File: config.mk
export PLATFORM = sky130hd
export DESIGN_NAME = uart_fifo_bridge
export DESIGN_NICKNAME = d
export VERILOG_FILES = /design/src/rtl/uart_fifo_bridge.sv
export SDC_FILE = /design/constraint.sdc
export NUM_CORES = 1
export LEC_CHECK = 0
export ABC_AREA = 1
export BUFFER_PORTS_ARGS = -buffer_cell sky130_fd_sc_hd__buf_2
export CAP_MARGIN = 0
export CORE_MARGIN = 1.5
export CORE_UTILIZATION = 25
export DETAILED_ROUTE_END_ITERATION = 8
export HOLD_SLACK_MARGIN = 0.15
export SLEW_MARGIN = 5
export SYNTH_ARGS = -nofsm -noshare
export SYNTH_HDL_FRONTEND = slang
export SYNTH_SLANG_ARGS = --single-unit
File: constraint.sdc
create_clock -name clk -period 2.65 [get_ports clk]
set_input_delay 0.53 -clock clk [delete_from_list [all_inputs] [get_ports clk]]
set_output_delay 0.53 -clock clk [all_outputs]
set_load 0.02 [all_outputs]
File: src/rtl/uart_fifo_bridge.sv
// CPU-side UART port: RX/TX byte FIFOs, status/control registers and a transmit launcher.
// Optional interrupt logic is compiled in when UART_BRIDGE_IRQ_EN is defined.
module uart_fifo_bridge #(
  parameter int DEPTH_LOG2 = 4
) (
  input  logic       clk,
  input  logic       rst,
  input  logic       io_addr,
  input  logic       io_rd,
  input  logic       io_wr,
  input  logic [7:0] io_wdata,
  output logic [7:0] io_rdata,
  input  logic [7:0] rx_byte,
  input  logic       received,
  input  logic       recv_error,
  input  logic       is_transmitting,
  output logic [7:0] tx_byte,
  output logic       transmit,
  output logic       irq
);

  localparam int DEPTH = 1 << DEPTH_LOG2;
  localparam int PW    = DEPTH_LOG2 + 1;
  localparam logic [PW-1:0] PTR_ONE = PW'(1);

  typedef enum logic [1:0] {
    L_IDLE      = 2'd0,
    L_WAIT_BUSY = 2'd1,
    L_WAIT_DONE = 2'd2
  } launch_state_t;

  logic [7:0]    rx_mem_r [DEPTH];
  logic [7:0]    tx_mem_r [DEPTH];
  logic [PW-1:0] rx_wptr_r;
  logic [PW-1:0] rx_rptr_r;
  logic [PW-1:0] tx_wptr_r;
  logic [PW-1:0] tx_rptr_r;
  logic          rx_overrun_r;
  logic          rx_error_r;
  logic          tx_overflow_r;
  launch_state_t state_r;
  launch_state_t next_state_s;

  logic       data_rd_s;
  logic       stat_rd_s;
  logic       data_wr_s;
  logic       rx_empty_s;
  logic       rx_full_s;
  logic       tx_empty_s;
  logic       tx_full_s;
  logic       rx_pop_s;
  logic       rx_push_s;
  logic       rx_overrun_set_s;
  logic       tx_pop_s;
  logic       tx_push_s;
  logic       tx_overflow_set_s;
  logic       tx_idle_s;
  logic       launch_s;
  logic [7:0] rx_head_s;
  logic [7:0] tx_head_s;
  logic [7:0] status_s;

  assign data_rd_s = io_rd & ~io_addr;
  assign stat_rd_s = io_rd & io_addr;
  assign data_wr_s = io_wr & ~io_addr;

  // Pointers carry one extra wrap bit so full and empty are distinguishable.
  assign rx_empty_s = (rx_wptr_r == rx_rptr_r);
  assign rx_full_s  = (rx_wptr_r[PW-1] != rx_rptr_r[PW-1]) &&
                      (rx_wptr_r[PW-2:0] == rx_rptr_r[PW-2:0]);
  assign tx_empty_s = (tx_wptr_r == tx_rptr_r);
  assign tx_full_s  = (tx_wptr_r[PW-1] != tx_rptr_r[PW-1]) &&
                      (tx_wptr_r[PW-2:0] == tx_rptr_r[PW-2:0]);

  assign rx_head_s = rx_mem_r[rx_rptr_r[DEPTH_LOG2-1:0]];
  assign tx_head_s = tx_mem_r[tx_rptr_r[DEPTH_LOG2-1:0]];
  assign tx_idle_s = tx_empty_s && (state_r == L_IDLE);

  assign status_s = {2'b00, tx_overflow_r, tx_idle_s, rx_error_r,
                     rx_overrun_r, ~tx_full_s, ~rx_empty_s};

  // FIFO push/pop qualification; a pop frees the slot for a same-cycle push.
  always_comb begin
    rx_pop_s          = 1'b0;
    rx_push_s         = 1'b0;
    rx_overrun_set_s  = 1'b0;
    tx_push_s         = 1'b0;
    tx_overflow_set_s = 1'b0;
    if (data_rd_s && !rx_empty_s) begin
      rx_pop_s = 1'b1;
    end else begin
      rx_pop_s = 1'b0;
    end
    if (received) begin
      rx_push_s        = !rx_full_s || rx_pop_s;
      rx_overrun_set_s = rx_full_s && !rx_pop_s;
    end else begin
      rx_push_s        = 1'b0;
      rx_overrun_set_s = 1'b0;
    end
    if (data_wr_s) begin
      tx_push_s         = !tx_full_s || tx_pop_s;
      tx_overflow_set_s = tx_full_s && !tx_pop_s;
    end else begin
      tx_push_s         = 1'b0;
      tx_overflow_set_s = 1'b0;
    end
  end

  // FIFO storage writes; contents need no reset because pointers define validity.
  always_ff @(posedge clk) begin
    if (rx_push_s) begin
      rx_mem_r[rx_wptr_r[DEPTH_LOG2-1:0]] <= rx_byte;
    end
    if (tx_push_s) begin
      tx_mem_r[tx_wptr_r[DEPTH_LOG2-1:0]] <= io_wdata;
    end
  end

  // FIFO pointers.
  always_ff @(posedge clk) begin
    if (rst) begin
      rx_wptr_r <= '0;
      rx_rptr_r <= '0;
      tx_wptr_r <= '0;
      tx_rptr_r <= '0;
    end else begin
      if (rx_push_s) rx_wptr_r <= rx_wptr_r + PTR_ONE;
      if (rx_pop_s)  rx_rptr_r <= rx_rptr_r + PTR_ONE;
      if (tx_push_s) tx_wptr_r <= tx_wptr_r + PTR_ONE;
      if (tx_pop_s)  tx_rptr_r <= tx_rptr_r + PTR_ONE;
    end
  end

  // Sticky flags clear on a status read; a same-cycle set wins so no event is lost.
  always_ff @(posedge clk) begin
    if (rst) begin
      rx_overrun_r  <= 1'b0;
      rx_error_r    <= 1'b0;
      tx_overflow_r <= 1'b0;
    end else begin
      rx_overrun_r  <= rx_overrun_set_s  | (rx_overrun_r  & ~stat_rd_s);
      rx_error_r    <= recv_error        | (rx_error_r    & ~stat_rd_s);
      tx_overflow_r <= tx_overflow_set_s | (tx_overflow_r & ~stat_rd_s);
    end
  end

  // Registered read data, held until the next read strobe.
  always_ff @(posedge clk) begin
    if (rst) begin
      io_rdata <= 8'h00;
    end else if (data_rd_s) begin
      io_rdata <= rx_empty_s ? 8'h00 : rx_head_s;
    end else if (stat_rd_s) begin
      io_rdata <= status_s;
    end
  end

  // Launcher state register.
  always_ff @(posedge clk) begin
    if (rst) begin
      state_r <= L_IDLE;
    end else begin
      state_r <= next_state_s;
    end
  end

  // Launcher next state: one request per byte, then track the UART busy window.
  always_comb begin
    next_state_s = state_r;
    launch_s     = 1'b0;
    case (state_r)
      L_IDLE: begin
        if (!tx_empty_s && !is_transmitting) begin
          launch_s     = 1'b1;
          next_state_s = L_WAIT_BUSY;
        end else begin
          next_state_s = L_IDLE;
        end
      end
      L_WAIT_BUSY: begin
        if (is_transmitting) begin
          next_state_s = L_WAIT_DONE;
        end else begin
          next_state_s = L_WAIT_BUSY;
        end
      end
      L_WAIT_DONE: begin
        if (!is_transmitting) begin
          next_state_s = L_IDLE;
        end else begin
          next_state_s = L_WAIT_DONE;
        end
      end
      default: begin
        next_state_s = L_IDLE;
      end
    endcase
  end

  assign tx_pop_s = launch_s;

  // Registered UART transmit handshake.
  always_ff @(posedge clk) begin
    if (rst) begin
      transmit <= 1'b0;
      tx_byte  <= 8'h00;
    end else begin
      transmit <= launch_s;
      if (launch_s) begin
        tx_byte <= tx_head_s;
      end
    end
  end

`ifdef UART_BRIDGE_IRQ_EN
  logic rxie_r;
  logic txie_r;
  logic ctrl_wr_s;

  assign ctrl_wr_s = io_wr & io_addr;

  // Control register and registered interrupt request.
  always_ff @(posedge clk) begin
    if (rst) begin
      rxie_r <= 1'b0;
      txie_r <= 1'b0;
      irq    <= 1'b0;
    end else begin
      if (ctrl_wr_s) begin
        rxie_r <= io_wdata[0];
        txie_r <= io_wdata[1];
      end
      irq <= (rxie_r & ~rx_empty_s) | (txie_r & tx_idle_s);
    end
  end
`else
  // Interrupt disabled in this build.
  always_ff @(posedge clk) begin
    irq <= 1'b0;
  end
`endif

endmodule

==> results.json <==
{
  "sum_of_net_half_perimeters_after_detailed_placement_um": 19820,
  "syn_inst": 1223,
  "syn-cell-area_um2": 12880,
  "placementRows": 83,
  "setup-tns-final_ns": 0,
  "worstPathBufferInverterCount": 1,
  "whs_ns": 0.1814,
  "unrepaired_setup_endpoints_after_global_routing": "false",
  "port_buffers": 40,
  "grt.busiest_layer": "met2",
  "leakagePower_uw": 0.005645,
  "crit_slowest_cell": "nor3_2",
  "groute.layer.met1.usage_pct": 15.81,
  "timing.critical_path.cells": "inv_2, nand2_2, nand2_2, nor2_4, nand4_4, nand2_4, nor3_2",
  "global_route.usage.met3_pct": 1.798,
  "synth_enable_flop_cells": 256,
  "synth-async-reset-ratio_pct": 0,
  "power.share.clock_pct": 39.6,
  "clk_root_buffer_cell": "clkbuf_16",
  "crit_path_start_kind": "flop",
  "grt_pass1_vias": 8459,
  "multi_input_comb_area_um2": 3480,
  "max_cap_viol_count": 0,
  "worst_pin_slew_ns": 0.7656,
  "comb_power_share_pct": 10.5,
  "path_common_cell": "nand2_2",
  "run_status": "completed",
  "wire_per_inst_um": 15.58,
  "min_delay_worst_endpoint": "state_r[0]",
  "regToRegSetupSlack_ns": 0.57,
  "share_seq_of_total_power_pct": 50.0,
  "die_height_um": 230.0,
  "finalClockSkew_ns": 0.01389,
  "final_period_minus_worst_setup_slack_ns": 2.083,
  "cts_buffers": 31,
  "use_met2_pct": 18.83,
  "nNetsFinal": 1314,
  "drv_slew": 0,
  "arrival_ns": 2.28,
  "post_synthesis_net_count": 1257,
  "drt.antenna.violating_nets": 0,
  "syn2layout_area_growth_pct": 15.60,
  "antenna_found_initial": 1,
  "tritoncts_num_sinks": 302,
  "synth_top_flop_cell": "edfxtp_1",
  "holdCritStartpoint": "is_transmitting",
  "synthesis.yosys.warnings": 0,
  "synth_seq_cells": 302,
  "rr_startpoint": "tx_rptr_r[1]",
  "num_antenna_cells": 0,
  "layout_worst_path_cycle_share_pct": 78.61,
  "whs_path_depth": 2,
  "synth_cell_types": 37,
  "switchingPower_uw": 2635,
  "max_freq_ghz": 0.4801,
  "h-tree-depth": 1,
  "finalSetupViolations": 0,
  "route.final.wire_length_um": 30910,
  "fill_cell_total_of_the_finished_layout": 5305,
  "floorplan.initialDensity_pct": 25.21,
  "critical_path_peak_fanout": 23,
  "rr_worst_depth": 7,
  "core_area_um2": 51090,
  "cpLargestDelayFamily": "simple AND/OR/NAND/NOR gates",
  "worst_setup_hold_path_clk_slew_ns": 0.06,
  "clock_tree_from_tritoncts": "yes",
  "clk-insertion-delay-late_ns": 0.56,
  "netSwitchingFraction_pct": 24.96,
  "postCtsSetupRepairBufs": 0,
  "timing.critical_path.to_type": "flop",
  "hold_class": "input pin to flop",
  "critical_path.max_stage_delay_ns": 0.56,
  "fp.dieArea_um2": 52900,
  "fin_util_pct": 29.14,
  "worstSetupPathType": "flop to flop",
  "worst_slew_margin_rel_pct": 48.96,
  "seq_area_um2": 8611,
  "post-place-ws_ns": 0.4479,
  "overflow_left_after_global_routing": 0,
  "dr.pass1.iters": 5,
  "grtUsageTotal_pct": 11.47,
  "cellPowerDensity_nw_per_um2": 709.0,
  "reg2reg_to": "tx_mem_r[14][6]",
  "width_of_the_die_um": 230.0,
  "critical_path_required_ns": 2.84,
  "maximum_number_of_pins_on_one_net_before_global_route_repair": 68,
  "routed-via-count": 8757,
  "viasPerCell": 4.414,
  "place_congestion": 0.8377,
  "postcts_resize_cnt": 0,
  "drt-initial-drc-count": 685,
  "cts_hold_buffers": 0,
  "cts.path.max_buffers": 3,
  "remaining_drc_errors": 0,
  "ys_seq_area_share_pct": 66.83,
  "timing.final.hold_violations": 0,
  "vdd_drop_max_mv": 0.5687,
  "final.setup.worst_slack_ns": 0.5670,
  "power.internal_uw": 7923,
  "mean_instance_size_in_the_synthesized_netlist_um2": 10.53,
  "wire_length_of_the_first_global_routing_pass_um": 47690,
  "num_io_pins": 42,
  "post_route_cells_drive_above_1_share_pct": 11.96
}
## per-layer routing
layer	up-vias	part of all wire, %
li1	4211	-
met1	4253	47
met2	243	46
met3	50	4.8
met4	0	2.5
met5	-	0
## synth_stat cells, types with 5 or more instances
cell type / n / share of area, %
buf_4: 8 / 0.47
nand3_1: 118 / 4.6
a21oi_1: 32 / 1.2
clkbuf_1: 22 / 0.64
nand2_1: 244 / 7.1
edfxtp_1: 256 / 60
o21ai_0: 92 / 3.6
inv_1: 116 / 3.4
nor2_1: 161 / 4.7
buf_2: 19 / 0.74
o21ai_1: 6 / 0.23
inv_2: 5 / 0.15
ha_1: 10 / 0.97
nor3_1: 12 / 0.47
xor2_1: 12 / 0.82
dfxtp_1: 46 / 7.1
o211ai_1: 18 / 1.0
xnor2_1: 7 / 0.48
## flip-flops by register name, indices dropped and copies added (netlist names), named ones only
| signal | flops |
|---|---|
| tx_mem_r | 128 |
| rx_error_r | 1 |
| io_rdata | 8 |
| transmit | 1 |
| rx_overrun_r | 1 |
| rx_mem_r | 128 |
| rx_wptr_r | 5 |
| rx_rptr_r | 5 |
| tx_byte | 8 |
| tx_wptr_r | 5 |
| tx_overflow_r | 1 |
| state_r | 2 |
| tx_rptr_r | 5 |
## worst register-to-register path, cell delays in order, from the launching register on
cell     delay [ns]
dfxtp_1        0.32
inv_2          0.30
nand2_2        0.08
nand2_2        0.10
nor2_4         0.05
nand4_4        0.14
nand2_4        0.16
nor3_2         0.56
## layout make-up
class                           instances  area share [%]
Clock buffer                           44           5.605
Clock inverter                         13          0.8403
Inverter                              125           3.185
Multi-Input combinational cell        738           23.37
Sequential cell                       302           57.83
Tap cell                              680           5.714
Timing Repair Buffer                   82           3.462
## cells by family (layout without fill, tap and decap cells)
family / after synthesis / count (layout) / synth area share, %
and+or+nand+nor: 556 / 556 / 18.35
xor gates and xnor gates: 19 / 19 / 1.292
AOI/OAI and AO/OA: 152 / 152 / 6.372
adders and majority gates: 10 / 10 / 0.9713
buffers and inverters: 183 / 264 / 6.158
other: 1 / 1 / 0.02911
DFF: 302 / 302 / 66.83
## power groups by stage
| stage | sequential, uW | clock [uW] | combinational [uW] |
|---|---|---|---|
| 4_1_cts | 5280 | 4260 | 1110 |
| 6_report | 5280 | 4180 | 1100 |
| 3_3_place_gp | 5370 | 0 | 1090 |
| 3_5_place_dp | 5380 | 0 | 1100 |
| 5_1_grt | 5280 | 4440 | 1230 |
| 2_1_floorplan | 5410 | 0 | 718 |
## worst max-delay path by stage
stage	startpoint	endpoint	slack [ns]	cells past startpoint
4_1_cts	tx_rptr_r[1]	tx_mem_r[14][0]	0.53	7
2_1_floorplan	io_addr	tx_mem_r[4][0]	0.31	5
5_1_grt	tx_rptr_r[1]	tx_mem_r[14][4]	0.40	7
3_3_place_gp	io_rd	rx_mem_r[14][6]	0.47	10
6_report	tx_rptr_r[1]	tx_mem_r[14][6]	0.57	7
3_5_place_dp	io_rd	rx_mem_r[10][3]	0.45	10
## through the flow
stage	power (uW)	std cells	instance area (um2)
floorplan	6124	1223	12880
global placement	6460	1927	13930
detailed placement	6476	1927	13930
CTS	10640	1984	14890
global route	10960	1984	14890
finish	10560	1984	14890
## placed cells by master, fill, tap and decap left out, drive strengths merged, types with 3 or more instances in the layout
cell	count
clkbuf	44
nand3	121
edfxtp	256
nand4	3
nor2	165
ha	10
a21oi	36
clkinv	10
o21ai	98
xnor2	7
dfxtp	46
nand2	252
xor2	12
nor3	13
inv	124
o211ai	18
buf	82
Power figures use the tool's default switching activity.
